File: src/rtl/wt_col_scheduler_pkg.sv
// Shared definitions for the wavelet column-pass scheduler.
//   WT_LENGTH / WT_ROWS / WT_ADDR_W : default geometry
//   wt_col_state_t                  : sequencer state encoding
package wt_col_scheduler_pkg;

   localparam int unsigned WT_LENGTH = 256;
   localparam int unsigned WT_ROWS   = 256;
   localparam int unsigned WT_ADDR_W = 16;

   typedef enum logic [2:0] {
      IDLE,
      ISSUE,
      DRAIN,
      NEXT,
      DONE
   } wt_col_state_t;

endpackage

File: src/rtl/wt_col_addr_gen.sv
// Address generator for the column pass: a column counter plus three
// row-base registers (rows 2k, 2k+1, 2k+2).
//   i_clear     : load pass-0 bases, zero the column
//   i_step      : advance the column (wraps to 0 after LENGTH-1)
//   i_next_pass : move all bases down one row pair
//   i_last_pass : final pass; lower row mirrors onto the upper row
//   o_addr_0..2 : upper / middle / lower row addresses
//   o_col_last  : column counter is at LENGTH-1
module wt_col_addr_gen
   import wt_col_scheduler_pkg::*;
#(
   parameter int unsigned LENGTH = WT_LENGTH,
   parameter int unsigned ADDR_W = WT_ADDR_W
) (
   input  logic              i_clk,
   input  logic              i_resetn,
   input  logic              i_clear,
   input  logic              i_step,
   input  logic              i_next_pass,
   input  logic              i_last_pass,
   output logic [ADDR_W-1:0] o_addr_0,
   output logic [ADDR_W-1:0] o_addr_1,
   output logic [ADDR_W-1:0] o_addr_2,
   output logic              o_col_last
);

   localparam int unsigned       COL_W     = (LENGTH > 1) ? $clog2(LENGTH) : 1;
   localparam logic [COL_W-1:0]  COL_MAX   = COL_W'(LENGTH - 1);
   localparam logic [ADDR_W-1:0] ROW_STEP  = ADDR_W'(LENGTH);
   localparam logic [ADDR_W-1:0] PAIR_STEP = ADDR_W'(2 * LENGTH);

   logic [COL_W-1:0]  r_col;
   logic [ADDR_W-1:0] r_base_0;
   logic [ADDR_W-1:0] r_base_1;
   logic [ADDR_W-1:0] r_base_2;
   logic [ADDR_W-1:0] w_col;

   always_ff @(posedge i_clk or negedge i_resetn) begin
      if (!i_resetn) begin
         r_col    <= '0;
         r_base_0 <= '0;
         r_base_1 <= '0;
         r_base_2 <= '0;
      end else if (i_clear) begin
         r_col    <= '0;
         r_base_0 <= '0;
         r_base_1 <= ROW_STEP;
         r_base_2 <= PAIR_STEP;
      end else begin
         if (i_step)
            r_col <= o_col_last ? '0 : r_col + 1'b1;
         // On the last pass r_base_2 may step past the image; it is unused then.
         if (i_next_pass) begin
            r_base_0 <= r_base_0 + PAIR_STEP;
            r_base_1 <= r_base_1 + PAIR_STEP;
            r_base_2 <= r_base_2 + PAIR_STEP;
         end
      end
   end

   assign w_col      = ADDR_W'(r_col);
   assign o_addr_0   = r_base_0 + w_col;
   assign o_addr_1   = r_base_1 + w_col;
   // Symmetric extension: row ROWS does not exist, reuse row 2k.
   assign o_addr_2   = i_last_pass ? o_addr_0 : r_base_2 + w_col;
   assign o_col_last = (r_col == COL_MAX);

endmodule

File: src/rtl/wt_col_scheduler.sv
// Column-pass sequencer of the wavelet transformer. For each row pair k it
// streams three row-aligned address streams, starts the column processor,
// waits for its result and swaps the output row bank.
//   clk, resetn          : clock, async active-low reset
//   start                : begin a full-image run (IDLE only)
//   rd_en, addr_0..2     : three-port pixel memory read
//   proc_en, proc_result : column processor start pulse / completion flag
//   iter_var             : pass parity
//   row_bank_en          : output row bank swap pulse
//   pass_idx             : current pass k
//   busy, done, err      : status; err is sticky until the next run
module wt_col_scheduler
   import wt_col_scheduler_pkg::*;
#(
   parameter int unsigned LENGTH = WT_LENGTH,
   parameter int unsigned ROWS   = WT_ROWS,
   parameter int unsigned ADDR_W = WT_ADDR_W
) (
   input  logic                        clk,
   input  logic                        resetn,
   input  logic                        start,
   output logic                        rd_en,
   output logic [ADDR_W-1:0]           addr_0,
   output logic [ADDR_W-1:0]           addr_1,
   output logic [ADDR_W-1:0]           addr_2,
   output logic                        proc_en,
   input  logic                        proc_result,
   output logic                        iter_var,
   output logic                        row_bank_en,
   output logic [$clog2(ROWS/2)-1:0]   pass_idx,
   output logic                        busy,
   output logic                        done,
   output logic                        err
);

   localparam int unsigned       PASS_W    = $clog2(ROWS / 2);
   localparam logic [PASS_W-1:0] LAST_PASS = PASS_W'(ROWS / 2 - 1);

   if (((ROWS % 2) != 0) || (ROWS < 4)) begin : g_bad_rows
      $error("wt_col_scheduler: ROWS must be even and >= 4");
   end
   if ((64'(ROWS) * 64'(LENGTH)) > (64'd1 << ADDR_W)) begin : g_bad_addr_w
      $error("wt_col_scheduler: ADDR_W too small for ROWS*LENGTH");
   end

   wt_col_state_t     r_state;
   wt_col_state_t     w_next_state;
   logic              w_accept;
   logic              w_step;
   logic              w_next_pass;
   logic              w_last_pass;
   logic              w_col_last;
   logic              r_was_issue;
   logic              r_proc_en;
   logic              r_iter;
   logic              r_err;
   logic [PASS_W-1:0] r_pass;

   assign w_last_pass = (r_pass == LAST_PASS);

   always_ff @(posedge clk or negedge resetn) begin
      if (!resetn) r_state <= IDLE;
      else         r_state <= w_next_state;
   end

   always_comb begin
      w_next_state = r_state;
      w_accept     = 1'b0;
      w_step       = 1'b0;
      w_next_pass  = 1'b0;
      rd_en        = 1'b0;
      row_bank_en  = 1'b0;
      done         = 1'b0;
      busy         = 1'b1;
      case (r_state)
         IDLE: begin
            busy = 1'b0;
            if (start) begin
               w_accept     = 1'b1;
               w_next_state = ISSUE;
            end
         end
         ISSUE: begin
            rd_en  = 1'b1;
            w_step = 1'b1;
            if (w_col_last) w_next_state = DRAIN;
         end
         DRAIN: begin
            if (proc_result) w_next_state = NEXT;
         end
         NEXT: begin
            row_bank_en = 1'b1;
            if (w_last_pass) begin
               w_next_state = DONE;
            end else begin
               w_next_pass  = 1'b1;
               w_next_state = ISSUE;
            end
         end
         DONE: begin
            done         = 1'b1;
            w_next_state = IDLE;
         end
         default: begin
            busy         = 1'b0;
            w_next_state = IDLE;
         end
      endcase
   end

   // Every ISSUE entry is at column 0, so "first ISSUE cycle" registered
   // once lines proc_en up with column-0 read data.
   always_ff @(posedge clk or negedge resetn) begin
      if (!resetn) begin
         r_was_issue <= 1'b0;
         r_proc_en   <= 1'b0;
         r_iter      <= 1'b0;
         r_err       <= 1'b0;
         r_pass      <= '0;
      end else begin
         r_was_issue <= (r_state == ISSUE);
         r_proc_en   <= (r_state == ISSUE) && !r_was_issue;
         if (w_accept) begin
            r_err  <= 1'b0;
            r_iter <= 1'b0;
            r_pass <= '0;
         end else begin
            if (proc_result && ((r_state == ISSUE) || (r_state == NEXT)))
               r_err <= 1'b1;
            if (r_state == NEXT)
               r_iter <= ~r_iter;
            if (w_next_pass)
               r_pass <= r_pass + 1'b1;
         end
      end
   end

   assign proc_en  = r_proc_en;
   assign iter_var = r_iter;
   assign err      = r_err;
   assign pass_idx = r_pass;

   wt_col_addr_gen #(
      .LENGTH (LENGTH),
      .ADDR_W (ADDR_W)
   ) u_addr_gen (
      .i_clk       (clk),
      .i_resetn    (resetn),
      .i_clear     (w_accept),
      .i_step      (w_step),
      .i_next_pass (w_next_pass),
      .i_last_pass (w_last_pass),
      .o_addr_0    (addr_0),
      .o_addr_1    (addr_1),
      .o_addr_2    (addr_2),
      .o_col_last  (w_col_last)
   );

endmodule

File: config.mk
export PLATFORM = sky130hd
export DESIGN_NAME = wt_col_scheduler
export DESIGN_NICKNAME = d
export VERILOG_FILES = /design/src/rtl/wt_col_scheduler_pkg.sv /design/src/rtl/wt_col_addr_gen.sv /design/src/rtl/wt_col_scheduler.sv
export SDC_FILE = /design/constraint.sdc
export NUM_CORES = 1
export LEC_CHECK = 0
export CORE_MARGIN = 1
export CORE_UTILIZATION = 30
export DETAILED_ROUTE_END_ITERATION = 8
export SYNTH_ARGS = -nofsm -noshare
export SYNTH_HDL_FRONTEND = slang
export SYNTH_HIERARCHICAL = 1
export SYNTH_SLANG_ARGS = --single-unit
File: constraint.sdc
create_clock -name clk -period 5.1 [get_ports clk]
set_input_delay 1.02 -clock clk [delete_from_list [all_inputs] [get_ports clk]]
set_output_delay 1.02 -clock clk [all_outputs]
set_load 0.005 [all_outputs]
==> Yosys cells after proc, flatten, opt, wreduce, memory -nomap -nowiden <==
Index checks and enable logic that the tools add are counted.
{ "word_totals": {"regBits": 70, "word_cells": 68, "n_memories": 0, "out_inout_bits": 62, "in_bits": 4, "romBits": 0, "latchBits": 0, "ramBits": 0} }
{ "classes": {"n_shift": 0, "order_cmp": 0, "bitwise": 1, "n_mux": 29, "n_reduce_logical": 11, "n_addsub": 8, "n_div": 0, "n_mul": 0, "eq_ne": 9} }
{ "ops": {"columns": ["cell", "count"], "rows": [
  ["$mux W16", 7],
  ["$add A16 B10 Y16 const B", 3],
  ["$add A16 B8 Y16", 3],
  ["$mux W8", 3],
  ["$mux W7", 2],
  ["$mux W1", 12],
  ["$mux W3", 4],
  ["$pmux W3 S4", 1],
  ["$add A8 B1 Y8 const B", 1],
  ["$eq A8 B8 Y1 const B", 1],
  ["$reduce_bool A2 Y1", 4],
  ["$add A7 B1 Y7 const B", 1],
  ["$eq A7 B7 Y1 const B", 1],
  ["$eq A3 B2 Y1 const B", 2],
  ["$ne A2 B2 Y1 const B", 2],
  ["$reduce_or A4 Y1", 1],
  ["$eq A3 B1 Y1 const B", 1],
  ["$eq A3 B3 Y1 const B", 1],
  ["$logic_not A3 Y1", 1],
  ["$reduce_and A3 Y1", 1],
  ["$logic_and A1 B1 Y1", 2],
  ["$ne A2 B1 Y1 const B", 1],
  ["$logic_not A1 Y1", 1],
  ["$logic_or A1 B1 Y1", 1],
  ["$not A1 Y1", 1]
]} }

==> Logic depth before layout (Yosys ltp) <==
{ "logic_depth": {"depth_word": 5, "ltp_mapped": 10} }

==> Cells and area by module <==
The synthesis kept the hierarchy.
{ "by_module_without_submodules": {"columns": ["mod", "instances", "seq_area_each_um2", "cells_per_inst", "area_each_um2"], "rows": [
  ["wt_col_addr_gen", 1, 750.7, 190, 1707.9],
  ["wt_col_scheduler", 1, 350.3, 67, 694.4]
]} }

==> Worst setup path after synthesis <==
Ideal clock, no wire load.
{ "synth_timing": {"path_kind": "register to output", "startpoint": "register r_pass[0], in the netlist pass_idx[0]", "endpoint": "output addr_2[10]", "t_arrival_ns": 1.567, "stages_incl_launch_ff": 6, "slack_ns": 2.513, "n_path_buf": 1, "path_cell_list": "dfrtp_1 -> ha_1 -> nand3_1 -> nor2_1 -> clkbuf_1 -> mux2_2"} }
{ "synth_between": {"elab_chain_cells": 2} }
{ "synth_rtl": {"columns": ["item", "line_no", "text"], "rows": [
  ["start: declaration", "wt_col_scheduler.sv:57", "logic [PASS_W-1:0] r_pass;"],
  ["start signal: assignment", "wt_col_scheduler.sv:133", "r_pass <= r_pass + 1'b1;"],
  ["$eq A7 B7 Y1", "wt_col_scheduler.sv:59", "assign w_last_pass = (r_pass == LAST_PASS);"],
  ["net w_last_pass", "wt_col_scheduler.sv:51", "logic w_last_pass;"],
  ["$mux W16", "wt_col_addr_gen.sv:65", "assign o_addr_2 = i_last_pass ? o_addr_0 : r_base_2 + w_col;"],
  ["end: declaration", "wt_col_scheduler.sv:25", "output logic [ADDR_W-1:0] addr_2,"]
]} }
The timed path passes the listed nets, and every way through them passes these cells.

==> Worst setup path after layout <==
{ "layout_timing": {"startpoint": "register r_pass[0], in the netlist pass_idx[0]", "endpoint": "output addr_2[11]"} }
Same word-level chain as after synthesis.

==> results_dict.tcl <==
set metrics [dict create \
    io_pins 66 \
    fin_nets 288 \
    grt-ovfl-total 0 \
    path_cells "ha_1 -> nand3_1 -> nor2_1 -> mux2_2 -> clkdlybuf4s50_1" \
    setup_viol 0 \
    finClkSkew_ps 6.35 \
    synth.distinct_cells 38 \
    hold_class "register to register" \
    cts_resized 0 \
    crit_family "simple AND/OR/NAND/NOR gates" \
    status "completed" \
    clock-root-buffer "clkbuf_8" \
    initial_core_util_pct 31.1 \
    total_power_mw 1.19 \
    crit_path_end_kind "output port" \
    cts.clk_slew.worst_paths_ps 80 \
    worstMarginPinSlew_ps 1000 \
    grt_pass1_wl_um 8600 \
    fin_crit_ps 3740 \
    finalCritPeriodShare_pct 73.2 \
    hold_buffers 0 \
    yosysWarnings 6 \
    worst_slack_ps 1360 \
    cp.arrival_ps 2720 \
    core-area_um2 7730 \
    slowest_delay_ps 700 \
    wirelength_um 5130 \
    cp.required_ps 4080 \
    max_cap_violations 0 \
    worst_setup_path_start_kind "register" \
    vias 1801 \
    ys.flop_type "dfrtp_1" \
    slowest_stage "nor2_1" \
    p_leak_nw 1.26 \
    clockBufferDepth 2 \
    rsz0062_at_grt "no" \
    grt_pass1_vias 1657 \
    ys_seq_area_share_pct 45.8 \
    path_buf_inv 1 \
    place_ws_ps 1720 \
    synthCells 257 \
    cp_max_fo 9 \
    cts_tree "done" \
    area_delta_synth_final_pct 26.2 \
    layout-drive-gt1-share_pct 8.93 \
    placed_cells 374 \
    drtAntennaViolNets 0 \
    grt_max_degree 45 \
    finalHoldViolCount 0 \
    fin_cells 382 \
    clock_latency_ps 290 \
    grt_usage_pct 12.9 \
    vias_per_cell 4.71 \
    io_buffer_count 63 \
    place.gp.congestion 0.727 \
    postCtsSetupBuffers 0 \
    slew_viol_final 0 \
    synth-async-reset-ratio_pct 100 \
    grt_antenna_before_repair 0 \
    dieArea_um2 8370 \
    drt_iter0_markers 122 \
    slew_headroom_pct 33.2 \
    diodes 0 \
    crit_type "register to output port" \
    drt-pass1-iter-count 4 \
    cts_sinks 44 \
    place.detailed.hpwl_um 3570 \
    worst_hold_slack_ps 400 \
    cts_buffers 5 \
    avgSynthCellArea_um2 9.35 \
    wl_per_cell_um 13.4 \
    vdd_drop_max_mv 0.166 \
    max_freq_ghz 0.268 \
    die_h_um 91.5 \
    powerDensity_nw_per_um2 393 \
    synth_edf_count 0 \
    die_w_um 91.5 \
    synth-seq-cells 44 \
    floorplan.rows 32 \
    syn_area_um2 2400 \
    drc 0 \
    fin_tns_setup_ps 0 \
    h-tree-depth 2 \
]
==> state kept, by name, summed over array words and instances, names as in the netlist <==
name,cells
err,1
iter_var,1
pass_idx,7
proc_en,1
r_state,3
r_was_issue,1
u_addr_gen/r_base_0,7
u_addr_gen/r_base_1,8
u_addr_gen/r_base_2,7
u_addr_gen/r_col,8
==> cells in the mapped netlist, drive strengths merged (2+ instances only) <==
cell type | instances | share of area (%)
dfrtp | 44 | 46
nor2 | 32 | 5.0
clkbuf | 30 | 4.7
nand2 | 20 | 3.1
buf | 19 | 5.8
xor2 | 13 | 4.7
a21oi | 12 | 2.5
o21ai | 10 | 2.6
or3 | 9 | 2.3
mux2 | 8 | 3.8
nand4 | 8 | 2.3
nand3 | 7 | 1.5
mux2i | 6 | 2.5
ha | 5 | 2.6
xnor2 | 5 | 1.8
inv | 4 | 0.62
nor3 | 4 | 0.83
o2111ai | 3 | 1.4
o31ai | 3 | 0.94
a31oi | 2 | 0.52
dlygate4sd1 | 2 | 0.73
==> layout by cell type (no fill, tap or decap), drive strengths merged, types with 2 or more instances in the layout <==
master          n
mux2            8
or3             9
conb            2
nand3           7
xnor2           5
ha              5
xor2           13
a31oi           2
buf             3
o2111ai         3
mux2i           6
dfrtp          44
a21oi          12
nor3            4
nor2           32
nand2          20
o31ai           3
clkdlybuf4s50  62
o21ai          10
clkbuf          7
inv             4
nand4           8
==> where the power goes <==
group / switching (mW) / internal, mW / total, mW
registers: 0.0968 / 0.409 / 0.506
clock network: 0.114 / 0.173 / 0.287
logic: 0.138 / 0.261 / 0.399
total: 0.349 / 0.843 / 1.19
==> worst reg2reg max path, cell delays in order (launching register included) <==
cell and delay (ps):
dfrtp_1 570, and3b_1 430, o21ai_4 160, inv_1 530, nand4_1 280, or3_1 400, a21oi_1 150
==> final cells by class <==
| type | count | area (µm²) |
|---|---|---|
| Inverter | 4 | 15.0 |
| Sequential cell | 44 | 1100 |
| Multi-Input combinational cell | 159 | 1020 |
| Timing Repair Buffer | 65 | 641 |
| Fill cell | 781 | 4700 |
| Tap cell | 102 | 128 |
| Clock buffer | 7 | 96.3 |
| Clock inverter | 1 | 30.0 |
==> final timing paths <==
path	end	startpoint	slack, ps	cells past startpoint
min reg2reg	proc_en	r_was_issue	400	1
max	addr_2[11]	pass_idx[0]	1360	5
min in group asynchronous	u_addr_gen/r_base_1[10]	resetn	880	1
min	proc_en	r_was_issue	400	1
max reg2reg	u_addr_gen/r_base_2[14]	r_state[0]	2530	6
max in group asynchronous	u_addr_gen/r_col[4]	resetn	3590	1
==> logic make-up (layout without fill, tap and decap cells) <==
group | after synthesis | after routing | share of synthesized area [%]
compound gates | 33 | 33 | 8.91
xor+xnor | 18 | 18 | 6.56
fa+ha+maj | 5 | 5 | 2.60
buf+inv | 55 | 77 | 11.8
flops | 44 | 44 | 45.8
mux | 14 | 14 | 6.25
other cells | 1 | 2 | 0.156
simple gates | 87 | 87 | 17.9
==> routing by layer <==
layer | share of wire [%] | GRT usage, % | up-vias
li1 | - | - | 876
met1 | 50 | 18.4 | 873
met2 | 44 | 19.0 | 41
met3 | 4.4 | 2.76 | 11
met4 | 1.6 | 5.03 | 0
met5 | 0 | 0 | -
==> through the flow <==
stage	util (%)	cell area, µm²
global route	39.2	3030
global placement	37.6	2910
CTS	39.2	3030
floorplan	-	2410
detailed placement	37.6	2910
finish	39.2	3030
No activity file was read; power rests on OpenSTA's default activity.
==> RTL change 1, RTL diff (same settings) <==
Reset style: synchronous (`i_resetn` and `resetn`), changed in 3 clocked blocks. Comments in the files are not updated.
--- a/src/rtl/wt_col_addr_gen.sv
+++ b/src/rtl/wt_col_addr_gen.sv
@@ -35,7 +35,7 @@
    logic [ADDR_W-1:0] r_base_2;
    logic [ADDR_W-1:0] w_col;
 
-   always_ff @(posedge i_clk or negedge i_resetn) begin
+   always_ff @(posedge i_clk) begin
       if (!i_resetn) begin
          r_col    <= '0;
          r_base_0 <= '0;
--- a/src/rtl/wt_col_scheduler.sv
+++ b/src/rtl/wt_col_scheduler.sv
@@ -58,7 +58,7 @@
 
    assign w_last_pass = (r_pass == LAST_PASS);
 
-   always_ff @(posedge clk or negedge resetn) begin
+   always_ff @(posedge clk) begin
       if (!resetn) r_state <= IDLE;
       else         r_state <= w_next_state;
    end
@@ -110,7 +110,7 @@
 
    // Every ISSUE entry is at column 0, so "first ISSUE cycle" registered
    // once lines proc_en up with column-0 read data.
-   always_ff @(posedge clk or negedge resetn) begin
+   always_ff @(posedge clk) begin
       if (!resetn) begin
          r_was_issue <= 1'b0;
          r_proc_en   <= 1'b0;
Formal check against the unedited RTL: differs if resetn is asserted again (counterexample within 4 cycles, from zero or initial values and one cycle with resetn low); with resetn held inactive, the same outputs for 10 cycles.
==> RTL change 1 against the unedited design <==
Count of clock-buffer cells in the layout did not move; sequential cell count is the same; non-clock buffer count shrank 2; wire length is 14% lower; via count is 5.7% lower; design area fell by 7.4%; worst setup slack better by 0.063 ns; synthesized area shrank 12%; die area fell by 12%.
Power is not compared: it rests on default switching activity, and its combinational part moved more than twofold at a synthesized area within 25%.
==> RTL change 1: results (changes against the unedited design) <==
run status: complete, no violations
sink of the worst hold path: proc_en
Final Wtd Congestion: 0.721 (-0.87%)
worst reg2reg path startpoint: r_state[0]
Power Density: 240 nW/um2
Worst Hold Margin: 0.397 ns (-0.00325 ns)
met3 usage in global routing: 3.46% (+0.70 points)
GRT Overall Usage: 12.3% (-0.68 points)
top cells by instance count after synthesis: sky130_fd_sc_hd__dfxtp_1, sky130_fd_sc_hd__nor2_1, sky130_fd_sc_hd__buf_4
via count normalized by instance count: 4.55 (-3.4%)
CP Data Arrival Time: 2.65 ns (-0.07 ns)
met2 global-route usage: 18.3% (-0.73 points)
number of nets in the final layout: 285 (-1.0%)
Iter 0 DRT Violations: 49 (-60%)
capture point of the worst reg-to-reg path: u_addr_gen/r_base_0[14]
Post-Route M1 WL: 2130 um (-17%)
met1 layer usage reported by global route: 16.7% (-1.7 points)
global-route wire length before repair: 7040 um (-18%)
Max stage delay on crit path: 0.64 ns (-0.06 ns)
number of inserted filler cells in the final layout: 692 (-11%)
Critical Path Start: pass_idx[0]
post-route clock skew: 0.00753 ns (+0.00118 ns)
met3 routed WL: 219 um (-3.9%)
largest net degree at the start of global routing: 28 (-38%)
hold path start: r_was_issue
fraction of the yosys area taken by sequential cells: 41.8% (-4.0 points)
fraction of final layout cells sized beyond drive strength 1: 6.86% (-2.1 points)
average wire length per cell after detail routing: 11.8 um (-12%)
deepest clock path buffer count: 2 (unchanged)
Final HPWL DP: 3190 um (-11%)
worst-margin pin slew: 1.02 ns (+0.0164 ns)
share of flip-flops with an asynchronous set or reset: 0% (-100 points)
met2 wire length: 2000 um (-11%)
largest cells by area after synthesis: sky130_fd_sc_hd__dfxtp_1, sky130_fd_sc_hd__buf_4, sky130_fd_sc_hd__xor2_1
register-to-register path setup slack: 2.61 ns (+0.08 ns)
largest registers: u_addr_gen/r_base_1 (8), u_addr_gen/r_col (8)
endpoint of the most critical setup path: addr_2[10]
via count of the first global-routing pass: 1413 (-15%)
-- RTL change 1: cell count changes after synthesis, moves of 3 or more --
cell                       change
sky130_fd_sc_hd__o31ai_1       -3
sky130_fd_sc_hd__clkbuf_1     -27
sky130_fd_sc_hd__dfrtp_1      -44
sky130_fd_sc_hd__buf_4         +6
sky130_fd_sc_hd__dfxtp_1      +44
sky130_fd_sc_hd__nand2b_1      +3
sky130_fd_sc_hd__nand2_1       -4
-- RTL change 1: cell families (layout without fill, tap and decap cells) --
group	Yosys count	after routing	synth area share (%)
and+or+nand+nor	86	86	20.8
DFF	44	44	41.8
buffers and inverters	32	77	9.63
AOI/OAI and AO/OA	30	30	8.80
xor gates and xnor gates	19	19	7.90
muxes	14	14	7.90
adders and majority gates	5	5	2.97
other	1	2	0.178
-- RTL change 1: worst reg2reg max path, cell delays in order (launching register included) --
cell and delay (ns):
sky130_fd_sc_hd__dfxtp_1 0.49, sky130_fd_sc_hd__and3b_1 0.41, sky130_fd_sc_hd__o21ai_4 0.15, sky130_fd_sc_hd__inv_1 0.51, sky130_fd_sc_hd__nand4_1 0.29, sky130_fd_sc_hd__or3_1 0.41, sky130_fd_sc_hd__a21oi_1 0.15
-- RTL change 1: stage by stage --
step | setup slack (ns) | area (um2) | util (%) | cells
finish | 1.43 | 2810 | 41.3 | 373
global route | 1.23 | 2810 | 41.3 | 373
CTS | 1.39 | 2810 | 41.3 | 373
detailed placement | 1.67 | 2680 | 39.4 | 365
global placement | 1.70 | 2680 | 39.4 | 365
floorplan | 2.53 | 2110 | - | 232
-- RTL change 1: area by class of cell --
type | count | share of cell area (%)
well taps | 96 | 4.28
inverters | 6 | 0.802
clock inverters | 1 | 1.07
clock buffers | 7 | 3.43
multi-input cells | 156 | 36.6
repair buffers | 63 | 22.5
flip-flops and latches | 44 | 31.4
==> RTL change 2, RTL diff (config.mk and constraints unchanged) <==
Made on the original files. The package constant `WT_LENGTH` goes from 256 to 128.
--- a/src/rtl/wt_col_scheduler_pkg.sv
+++ b/src/rtl/wt_col_scheduler_pkg.sv
@@ -3,7 +3,7 @@
 //   wt_col_state_t                  : sequencer state encoding
 package wt_col_scheduler_pkg;
 
-   localparam int unsigned WT_LENGTH = 256;
+   localparam int unsigned WT_LENGTH = 128;
    localparam int unsigned WT_ROWS   = 256;
    localparam int unsigned WT_ADDR_W = 16;
 
Function: changed (Yosys sat finds a counterexample within 4 cycles, from zero or initial values and one cycle with resetn low).
==> RTL change 2 against the unedited design <==
Fmax decreased by 1.7%; synthesized area increased by 6.2%; core utilization decreased by 0.69 points; wire length increased by 2.8%; worst setup slack got worse by 0.065 ns; design area increased by 4.5%; power increased by 6.4%; critical path depth unchanged; sequential cell count increased by 2; largest cell class unchanged.
==> RTL change 2: results (changes against the unedited design) <==
share of flip-flops with an asynchronous set or reset: 100% (unchanged)
run status: complete, no violations
register clock-pin slew on the reported worst setup and hold paths: 0.09 ns
Crit Path Max Fanout: 11 (+2)
antenna violations before repair: 0 (unchanged)
global-route wire length before repair: 9050 um (+5.2%)
post-route clock skew: 0.0135 ns (+0.00714 ns)
top cells by instance count after synthesis: sky130_fd_sc_hd__dfrtp_1, sky130_fd_sc_hd__nor2_1, sky130_fd_sc_hd__clkbuf_1
clock insertion delay at the later pin of the skew report: 0.30 ns
Yosys warning count: 6 (unchanged)
largest registers: u_addr_gen/r_base_1 (9), u_addr_gen/r_base_0 (8), u_addr_gen/r_base_2 (8)
Max-slew headroom: 31.0% (-2.1 points)
via count of the first global-routing pass: 1812 (+9.4%)
number of library cell types mapped by synthesis: 37 (-2.6%)
number of nets in the final layout: 302 (+4.9%)
Leakage: 1.27 nW (+0.95%)
cell type group with the largest total delay on the critical path: simple AND/OR/NAND/NOR gates
final antenna diode count: 0 (unchanged)
dpl ws: 1.62 ns (-0.102 ns)
largest net degree at the start of global routing: 47 (+4.4%)
largest cells by area after synthesis: sky130_fd_sc_hd__dfrtp_1, sky130_fd_sc_hd__buf_4, sky130_fd_sc_hd__nor2_1
average wire length per cell after detail routing: 13.2 um (-1.6%)
GRT Overall Usage: 13.1% (+0.16 points)
number of synthesized flops with an enable pin: 0 (unchanged)
classification of the worst-slack hold path: register to register
Slowest cell on crit path: sky130_fd_sc_hd__nor2_1
Placed Cells: 391 (+4.5%)
Final Wtd Congestion: 0.758 (+4.3%)
dpl cell area: 3050 um2 (+5.1%)
fraction of final layout cells sized beyond drive strength 1: 9.86% (+0.94 points)
mean area per synthesized cell: 9.41 um2 (+0.71%)
CP Data Arrival Time: 2.78 ns (+0.06 ns)
Iter 0 DRT Violations: 35 (-71%)
Final HPWL DP: 3710 um (+3.9%)
fraction of the yosys area taken by sequential cells: 45.1% (-0.71 points)
peak supply drop: 0.000150 V (-9.8%)
Max stage delay on crit path: 0.76 ns (+0.06 ns)
Power Density: 400 nW/um2 (+1.8%)
number of inserted filler cells in the final layout: 824 (+5.5%)
number of instances resized during post-cts repair: 0 (unchanged)
sum of routed wire length over all layers: 5270 um (+2.8%)
number of vias after detailed routing: 1902 (+5.6%)
[RTL change 2: layout make-up]
type                            instances  area share (%)
Clock inverter                          3            1.42
Tap cell                              105            4.15
Sequential cell                        46            36.3
Timing Repair Buffer                   66            20.5
Multi-Input combinational cell        170            35.0
Inverter                                4           0.474
Clock buffer                            5            2.17
[RTL change 2: cell families after synthesis]
| logic type | count (synthesis) | share of synthesized area (%) |
|---|---|---|
| DFF | 46 | 45.1 |
| buffers and inverters | 56 | 11.6 |
| muxes | 15 | 6.33 |
| xor gates and xnor gates | 17 | 5.84 |
| AOI/OAI and AO/OA | 40 | 10.5 |
| and+or+nand+nor | 91 | 18.0 |
| other | 1 | 0.147 |
| adders and majority gates | 5 | 2.45 |
[RTL change 2: path summary, 6_finish.rpt]
| kind | start | end | slack, ns |
|---|---|---|---|
| max | pass_idx[0] | addr_2[12] | 1.30 |
| min | r_was_issue | proc_en | 0.41 |
| max reg2reg | r_state[0] | u_addr_gen/r_base_2[15] | 2.48 |
| min reg2reg | r_was_issue | proc_en | 0.41 |
| max in group asynchronous | resetn | u_addr_gen/r_base_1[14] | 3.56 |
| min in group asynchronous | resetn | iter_var | 0.90 |
[RTL change 2: metal layers]
| metal | vias up | global-route usage, % | wire, um |
|---|---|---|---|
| li1 | 934 | - | - |
| met1 | 921 | 17.2 | 2500 |
| met5 | - | 0 | 0 |
| met4 | 0 | 3.85 | 59 |
| met2 | 42 | 21.1 | 2460 |
| met3 | 5 | 3.32 | 250 |
[RTL change 2: report_power, final]
part	switching [W]	internal, W
sequential	0.000115	0.000436
combinational	0.000153	0.000293
clock	0.000125	0.000146
